[src/rtl/keccak_digest_reader.sv]
// keccak_digest_reader: captures the Keccak digest on the core's done strobe
// and returns it to the CPU as WORD_W-bit words under a valid/read handshake.
// The hash_num input sets how many words are returned.
// Optional build macro KECCAK_BYTESWAP_EN: byte-reverses each returned word so
// that the little-endian Keccak lane order matches the big-endian or1200 view.
module keccak_digest_reader #(
  parameter  int DIGEST_W = 512,
  parameter  int WORD_W   = 32,
  localparam int NWORDS   = DIGEST_W / WORD_W
) (
  input  logic                clk,
  input  logic                rst,
  input  logic [4:0]          hash_num,
  input  logic [DIGEST_W-1:0] digest_in,
  input  logic                digest_valid,
  output logic                digest_busy,
  output logic [WORD_W-1:0]   hash_out32,
  output logic                out_valid,
  output logic                out_last,
  input  logic                rd_en,
  input  logic                flush,
  output logic                overflow
);

  localparam int CNT_W = $clog2(NWORDS + 1);
  localparam int NBYTE = WORD_W / 8;

  localparam logic IDLE  = 1'b0;
  localparam logic SERVE = 1'b1;

  logic                st, st_n;
  logic [DIGEST_W-1:0] sr, sr_n;
  logic [CNT_W-1:0]    cnt, cnt_n, len;
  logic                ovf_n;
  logic [WORD_W-1:0]   top_n, word_n;

  // Length latch: zero or out-of-range requests return the full digest.
  always_comb begin
    len = CNT_W'(hash_num);
    if (hash_num == 5'd0 || int'(hash_num) > NWORDS)
      len = CNT_W'(NWORDS);
  end

  // Next-state: flush beats rd_en, which beats digest capture.
  always_comb begin
    st_n  = st;
    sr_n  = sr;
    cnt_n = cnt;
    ovf_n = overflow;
    if (flush) begin
      st_n  = IDLE;
      sr_n  = '0;
      cnt_n = '0;
      ovf_n = 1'b0;
    end else if (st == SERVE) begin
      if (rd_en) begin
        if (cnt == CNT_W'(1)) begin
          st_n  = IDLE;
          sr_n  = '0;
          cnt_n = '0;
        end else begin
          sr_n  = sr << WORD_W;
          cnt_n = cnt - CNT_W'(1);
        end
      end
      // Still busy this cycle, even if the last word is leaving.
      if (digest_valid) ovf_n = 1'b1;
    end else if (digest_valid) begin
      st_n  = SERVE;
      sr_n  = digest_in;
      cnt_n = len;
    end
  end

  assign top_n = sr_n[DIGEST_W-1 -: WORD_W];

`ifdef KECCAK_BYTESWAP_EN
  // Byte reversal of the next output word, ahead of the output register.
  for (genvar b = 0; b < NBYTE; b++) begin : g_swap
    assign word_n[8*b +: 8] = top_n[WORD_W-8-8*b +: 8];
  end
`else
  assign word_n = top_n;
`endif

  // State and output registers; outputs derive from next state so they are
  // valid right after the capturing edge and free of combinational glitches.
  always_ff @(posedge clk or negedge rst) begin
    if (!rst) begin
      st          <= IDLE;
      sr          <= '0;
      cnt         <= '0;
      overflow    <= 1'b0;
      hash_out32  <= '0;
      out_valid   <= 1'b0;
      out_last    <= 1'b0;
      digest_busy <= 1'b0;
    end else begin
      st          <= st_n;
      sr          <= sr_n;
      cnt         <= cnt_n;
      overflow    <= ovf_n;
      hash_out32  <= (st_n == SERVE) ? word_n : '0;
      out_valid   <= (st_n == SERVE);
      out_last    <= (st_n == SERVE) && (cnt_n == CNT_W'(1));
      digest_busy <= (st_n == SERVE);
    end
  end

endmodule

[config.mk]
export PLATFORM = sky130hd
export DESIGN_NAME = keccak_digest_reader
export DESIGN_NICKNAME = d
export VERILOG_FILES = /design/src/rtl/keccak_digest_reader.sv
export SDC_FILE = /design/constraint.sdc
export NUM_CORES = 1
export LEC_CHECK = 0
export BUFFER_PORTS_ARGS = -buffer_cell sky130_fd_sc_hd__clkbuf_2
export CAP_MARGIN = 0
export CORE_ASPECT_RATIO = 0.9
export CORE_MARGIN = 4
export CORE_UTILIZATION = 45
export DETAILED_ROUTE_END_ITERATION = 6
export GPL_TIMING_DRIVEN = 0
export PLACE_DENSITY_LB_ADDON = 0.05
export SLEW_MARGIN = 20
export SYNTH_ARGS = -nofsm -noshare
export SYNTH_HDL_FRONTEND = slang
export SYNTH_SLANG_ARGS = --single-unit
export TNS_END_PERCENT = 1
[constraint.sdc]
create_clock -name clk -period 2.3 [get_ports clk]
set_input_delay 0.115 -clock clk [delete_from_list [all_inputs] [get_ports clk]]
set_output_delay 0.115 -clock clk [all_outputs]
set_load 0.02 [all_outputs]
; ---- Yosys cells after proc, flatten, opt, wreduce, memory -nomap -nowiden
; Index checks and enable logic that the tools add are counted.
[totals]
regBits = 552
inputBits = 522
word_cells = 40
[op_classes]
addsub = 1
magnitude_cmp = 1
eq_ne = 3
muxes = 20
reduce_logical = 8
[op_table]
columns = operator, count
row1 = $mux 512, 5
row2 = $mux 32, 1
row3 = $mux 5, 6
row4 = $eq 5x1->1 const B, 2
row5 = $mux 1, 8
row6 = $gt 5x5->1 const B, 1
row7 = $logic_not 5->1, 1
row8 = $sub 5x1->5 const B, 1
row9 = $reduce_and 2->1, 2
row10 = $reduce_bool 2->1, 2
row11 = $ne 3x3->1 const B, 1
row12 = $reduce_bool 3->1, 1
row13 = $logic_and 1x1->1, 1
row14 = $logic_or 1x1->1, 1

; ---- Logic depth before layout (Yosys ltp)
; Gate-level depths: netlist (run 1).
[logic_depth]
word_depth = 8
mapped_depth = 9

; ---- Worst setup path after synthesis (run 1)
; Ideal clock, no wire load.
[synth_timing]
path_kind = input to register
start = in hash_num[0]
end = reg out_last
setup_ns = 0.068
arrival_ns = 1.748
setup_slack_ns = 0.484
path_stages = 7
path_buffers = 0
cell_sequence = or4_1 > ha_1 > inv_1 > a311oi_1 > a211oi_1 > a2111oi_0 > and4b_1
[synth_between]
elab_chain_cells = 8
[synth_lines]
columns = item, line
row1 = from (decl), 13  ; input logic [4:0] hash_num,
row2 = $gt 5x5->1 / $logic_not 5->1 (equally long branches), 40  ; if (hash_num == 5'd0 || int'(hash_num) > NWORDS)
row3 = $logic_or 1x1->1 *, 40
row4 = $mux 5 *, 40
row5 = $mux 5 *, 68  ; end else if (digest_valid) begin
row6 = $mux 5 *, 55  ; end else if (st == SERVE) begin
row7 = $mux 5 *, 50  ; if (flush) begin
row8 = net cnt_n[2], 33  ; logic [CNT_W-1:0] cnt, cnt_n, len;
row9 = $eq 5x1->1 *, 105  ; out_last <= (st_n == SERVE) && (cnt_n == CNT_W'(1));
row10 = $logic_and 1x1->1 *, 105
row11 = to (signal assigned), 105
row12 = to (decl), 19  ; output logic out_last,
; Mark *: on every way through the listed nets, which the timed path passes. The rest lies on a longest branch.
; A chain may end at the register's enable or synchronous reset.

; ---- Worst setup path in the final report (run 1)
[layout_timing]
start = reg st
end = reg sr[74]
[layout_between]
elab_chain_cells = 2
[layout_lines]
columns = item, line
row1 = from (decl), 31  ; logic st, st_n;
row2 = from (signal assigned), 99  ; st <= st_n;
row3 = $ne 3x3->1 (no source line) (tied with other cells), --
row4 = $reduce_and 2->1 (no source line) / $mux 512 (equally long branches), --
row5 = to (signal assigned), 100  ; sr <= sr_n;
row6 = to (decl), 32  ; logic [DIGEST_W-1:0] sr, sr_n;
; Several ways; a longest one is shown, not always the timed one.

==> run metrics, run 1 <==
power per cell area=674 nW/µm²; Final WS setup=-26.8 ps; commonest non-fill, non-tap cell in the layout=clkbuf_2; initial antenna violation count=25; Syn Area/Cell=9.09 µm²; Hold Crit Class=in2reg; number of buffers and inverters on the critical path=3; CP Cell Sequence=buf_4 -> clkbuf_2 -> clkbuf_1 -> nor2b_1 -> a31oi_1 -> o21ai_1; Area growth syn-to-layout=42.1%; Mapped Nets=3436; share of cells above drive strength 1=20.3%; largest net degree at the start of global routing=89; nets=4565; final WL=110000 µm; LEAKAGE=0.0169 µW; Longest Clk Path Bufs=3; drt first pass iters=6; Root Buffer=clkbuf_16; Worst setup SP type=flop; placed cell areas=30400 µm²; Ys Warns=0; vias per cell=5.63; Port Buffers=556; Critical Path Fanout Max=10; Core Rows=84; max capacitance violation total=0; clock skew=24.8 ps; WP data arrival=2810 ps; Cell Area, Synth=26400 µm²; Fmax=430 MHz; Reg2Reg Setup Slack=-30 ps; Setup Viol. Count Final=1; gpl congestion=0.961; RSZ-0062 raised after global routing=yes; Slew @ Worst Pin=1130 ps; fillers=4823; Placed Cells=4248; slowest library cell on the worst path=clkbuf_1; clock slew at reported path FFs=60 ps; worst stage delay on the critical path=520 ps; CTS Sinks=552; Die W=264 µm; Max Slew Vio Count=0; Max-slew headroom=24.1%; Syn Inst Count=2911; Clock Latency Late Sink=630 ps; Num CTS Buffers=59; ys async rst share=100%; Post-synth EDFFs=0; Die ar.=62700 µm²; Core Util, Final=64.4%; Wirelength per Cell=22.5 µm; Antenna Nets Post-Route=0; # H-tree levels=2; aggregate global routing overflow=0; Seq cells post-synth=552; first-pass GRT wire length=166000 µm; Core Box Area=58300 µm²; Hold Vio Cnt, Final=0; register area share after synthesis=52.2%; Max IR drop VDD=603 µV; Tot GR Track Use=34.1%; Worst EP required=2780 ps; vias in the first global route=28361; kind of cell adding the most delay to the critical path=buffers and inverters; crit path capture type=flop; DR DRC count=0; most frequent cells in the layout=589 x clkbuf_2, 552 x dfrtp_1, 518 x nand2_1; count of different cell masters after synthesis=35; dpl ws=-247 ps; Final Cycle Share=101%; Fin Hold WS=26.8 ps; Most used DFF post-synth=dfrtp_1; DR iter-0 viols=2694; min cycle time layout=2330 ps; Die H=238 µm; failing checks=setup timing; I/O pin cnt=558; Setup Crit Path Kind=reg2reg; outcome=finished, violations left; DR vias=27467; Design Area, Final=37600 µm²; non-filler cells, final=4881; CTS tree=built; Initial Util=45.3%; setup bufs post-CTS=0; dpl hpwl=79200 µm
[report_power, final]
group	switching (µW)	internal (µW)	total [µW]	leakage [µW]
Combinational	2640	1930	4570	0.00843
Sequential	483	10300	10800	0.00746
Clock	4060	5900	9970	0.00100
Total	7190	18200	25400	0.0169
[per-layer routing]
layer	routed length (µm)	global-route usage, %	vias to the layer above
met1	42600	41.7	13444
li1	-	-	12472
met2	54400	59.4	1194
met3	7200	5.89	341
met5	92	0	-
met4	5730	15.6	16
[state kept, by name, summed over array words and instances, names as in the netlist]
signal and cells:
cnt 5, hash_out32 32, out_last 1, overflow 1, sr 512, st 1
[worst paths after layout]
check                                from      end  depth (start not counted)
max reg2reg                            st   sr[74]                          6
max in group asynchronous             rst  sr[190]                          5
min in group asynchronous             rst  sr[458]                          3
max                                    st   sr[74]                          6
min reg2reg                       sr[197]  sr[197]                          2
min                        digest_in[439]  sr[439]                          4
[timing repair]
action,in CTS,in global routing
hold buffers,504,1
setup endpoints to repair,450,251
hold endpoints to repair,692,1
gates resized for setup,21,38
[final cells by class]
type,count,area (µm²),area share (%)
sequential,552,13800,36.7
multi-input combinational,2064,11400,30.2
timing repair buffer,1068,8030,21.4
clock buffer,90,1800,4.78
buffer,287,1320,3.50
tap,774,968,2.58
clock inverter,18,221,0.589
antenna,20,50.0,0.133
inverter,8,30.0,0.0799
[cells in the mapped netlist (2+ instances only)]
| library cell | instances | area share [%] |
|---|---|---|
| dfrtp_1 | 552 | 52 |
| nand2_1 | 518 | 7.4 |
| nor2b_1 | 481 | 11 |
| o21ai_1 | 449 | 8.5 |
| a31oi_1 | 448 | 11 |
| clkbuf_1 | 152 | 2.2 |
| buf_2 | 114 | 2.2 |
| a211oi_1 | 33 | 0.94 |
| a22o_1 | 32 | 1.1 |
| and2_1 | 31 | 0.73 |
| a311oi_1 | 23 | 0.76 |
| buf_1 | 14 | 0.20 |
| nor2_1 | 11 | 0.16 |
| a311oi_2 | 10 | 0.57 |
| buf_4 | 7 | 0.20 |
| a21oi_1 | 6 | 0.11 |
| inv_1 | 6 | 0.085 |
| ha_1 | 3 | 0.14 |
| xnor2_1 | 3 | 0.099 |
| inv_2 | 2 | 0.028 |
| nand3_1 | 2 | 0.038 |
[per-stage QoR]
stage	TNS [ps]	power, µW
2_1_floorplan	0	12900
3_3_place_gp	-6323910	14600
3_5_place_dp	-34860	14700
4_1_cts	0	25300
5_1_grt	-749	26300
6_report	-26.8	25400
[kinds of logic after synthesis]
logic type	Yosys count	share of synthesized area, %
AO/OA/AOI/OAI	1008	22.8
XOR/XNOR	3	0.0994
adder cells (fa/ha/maj)	3	0.142
buffers and inverters	295	4.83
flip-flops	552	52.2
multiplexers	2	0.0804
AND/OR/NAND/NOR	1048	19.8
[worst reg2reg max path, stage by stage, from the launching register on]
cell      delay [ps]
dfrtp_1          440
buf_4            260
clkbuf_2         360
clkbuf_1         530
nor2b_1          130
a31oi_1          370
o21ai_1          100
No activity file was read; power rests on OpenSTA's default activity.
==> run 2, diff against run 1 <==
BUFFER_PORTS_ARGS = -buffer_cell sky130_fd_sc_hd__buf_2   (was -buffer_cell sky130_fd_sc_hd__clkbuf_2)
SETUP_SLACK_MARGIN = 0.02   (was not set)
==> run metrics, run 2 (same netlist as run 1, synthesis figures left out) <==
outcome=completed; # H-tree levels=2; dpl hpwl=78800 µm; CP Cell Sequence=nand2b_1 -> nor2_1 -> clkbuf_1 -> a22o_1; Fmax=440 MHz; drt first pass iters=7; Clock Latency Late Sink=630 ps; Die ar.=62700 µm²; LEAKAGE=0.0168 µW; max reg flops=512; Core Util, Final=64.5%; metal2 WL=53900 µm; vias per cell=5.60; Final Cycle Share=98.9%; Top reg by flops=sr; power per cell area=686 nW/µm²; placed cell areas=30400 µm²; Area growth syn-to-layout=42.3%; min cycle time layout=2280 ps; Largest regs=sr: 512 flops, hash_out32: 32 flops, cnt: 5 flops; Reg area=13800 µm²; commonest non-fill, non-tap cell in the layout=buf_2; max layer used=met5; I/O pin cnt=558; most frequent cells in the layout=657 x buf_2, 552 x dfrtp_1, 518 x nand2_1; kind of cell adding the most delay to the critical path=simple AND/OR/NAND/NOR gates; CTS tree=built; fillers=4796; final WL=110000 µm; Max Slew Vio Count=0; Worst setup SP type=flop; Hold Vio Cnt, Final=0; crit path capture type=flop; Longest Clk Path Bufs=3; R2R Path Start=st; clock skew=21.8 ps; Hold Crit Class=in2reg; largest net degree at the start of global routing=86; Die W=264 µm; Worst EP required=2850 ps; setup TNS=0 ps; hold_sp=digest_in[222]; Max IR drop VDD=528 µV; non-filler cells, final=4873; first-pass GRT wire length=165000 µm; Setup Viol. Count Final=0; Reg-to-Reg End=sr[22]; CTS Sinks=552; Design Area, Final=37600 µm²; Reg2Reg Setup Slack=20 ps; number of buffers and inverters on the critical path=1; hold path endpoint=sr[222]; wl on met1=42500 µm; initial antenna violation count=24; Die H=238 µm; share of cells above drive strength 1=20.3%; DR iter-0 viols=2440; WP data arrival=2820 ps; Initial Util=45.3%; slowest library cell on the worst path=nor2_1; max capacitance violation total=0; Num CTS Buffers=58; area taken by multi-input logic gates=11400 µm²; hold path depth=4; aggregate global routing overflow=0; Core Rows=84; overall power=25800 µW; Antenna Nets Post-Route=0; Wirelength per Cell=22.6 µm; Root Buffer=clkbuf_16; DR vias=27276; clock slew at reported path FFs=70 ps; worst stage delay on the critical path=880 ps; nets=4559; R2R cell count=4; Critical Path Fanout Max=10; Placed Cells=4247; Port Buffers=556; Core Box Area=58300 µm²; Slew @ Worst Pin=1170 ps; vias in the first global route=28322; setup bufs post-CTS=0; WL met3=7460 µm; gpl congestion=0.958; DR DRC count=0; Setup Crit Path Kind=reg2reg; Max-slew headroom=21.8%; Tot GR Track Use=34.0%; RSZ-0062 raised after global routing=yes
## run 2: cell types whose count changed in the layout (fill, tap and decap cells not counted), sizes merged
cell and change:
buf +551, clkbuf -556, dlygate4sd3 -3, diode -5, clkinvlp +1, bufinv +4
## run 2: how the worst max path moves through the flow
stage	start	endpoint	cells after the start
after CTS	st	sr[316]	8
after detailed placement	st	sr[438]	8
after global placement	rst	sr[175]	1
final	st	sr[22]	4
after global routing	st	sr[74]	6
after floorplan	hash_num[0]	out_last	7
## run 2: cell type report
type	count	area share [%]
multi-input combinational	2064	30.2
inverter	8	0.0798
timing repair buffer	1063	21.2
clock buffer	87	4.74
antenna	15	0.0998
clock inverter	23	0.918
buffer	287	3.49
tap	774	2.57
sequential	552	36.7
## run 2: through the flow
step,hold WS [ps],setup WS (ps)
global route,24.8,-98.2
CTS,1.72,13.0
global placement,337,-10100
detailed placement,164,-265
floorplan,-181,484
finish,10.5,24.9
## run 2: timing repair
action / 4_1_cts / 5_1_grt
setup endpoints to repair: 469 / 248
hold buffers: 501 / 0
hold endpoints to repair: 584 / 0
resized for setup: 21 / 29
## run 2: worst reg2reg max path, cell delays in order, from the launching register on
cell and delay, ps:
dfrtp_1 440, nand2b_1 210, nor2_1 880, clkbuf_1 450, a22o_1 220
## run 2: where the power goes
part           internal, µW  total (µW)  switching, µW  leakage [µW]
clock network          6350       10500           4110       0.00105
registers             10300       10800            472       0.00746
logic                  1920        4550           2630       0.00830
total                 18600       25800           7210        0.0168
## run 2: metal layers
layer	global-route usage (%)	vias to the layer above
met5	0	-
met4	16.1	24
met3	6.12	391
met2	59.0	1282
met1	41.4	13118
li1	-	12461
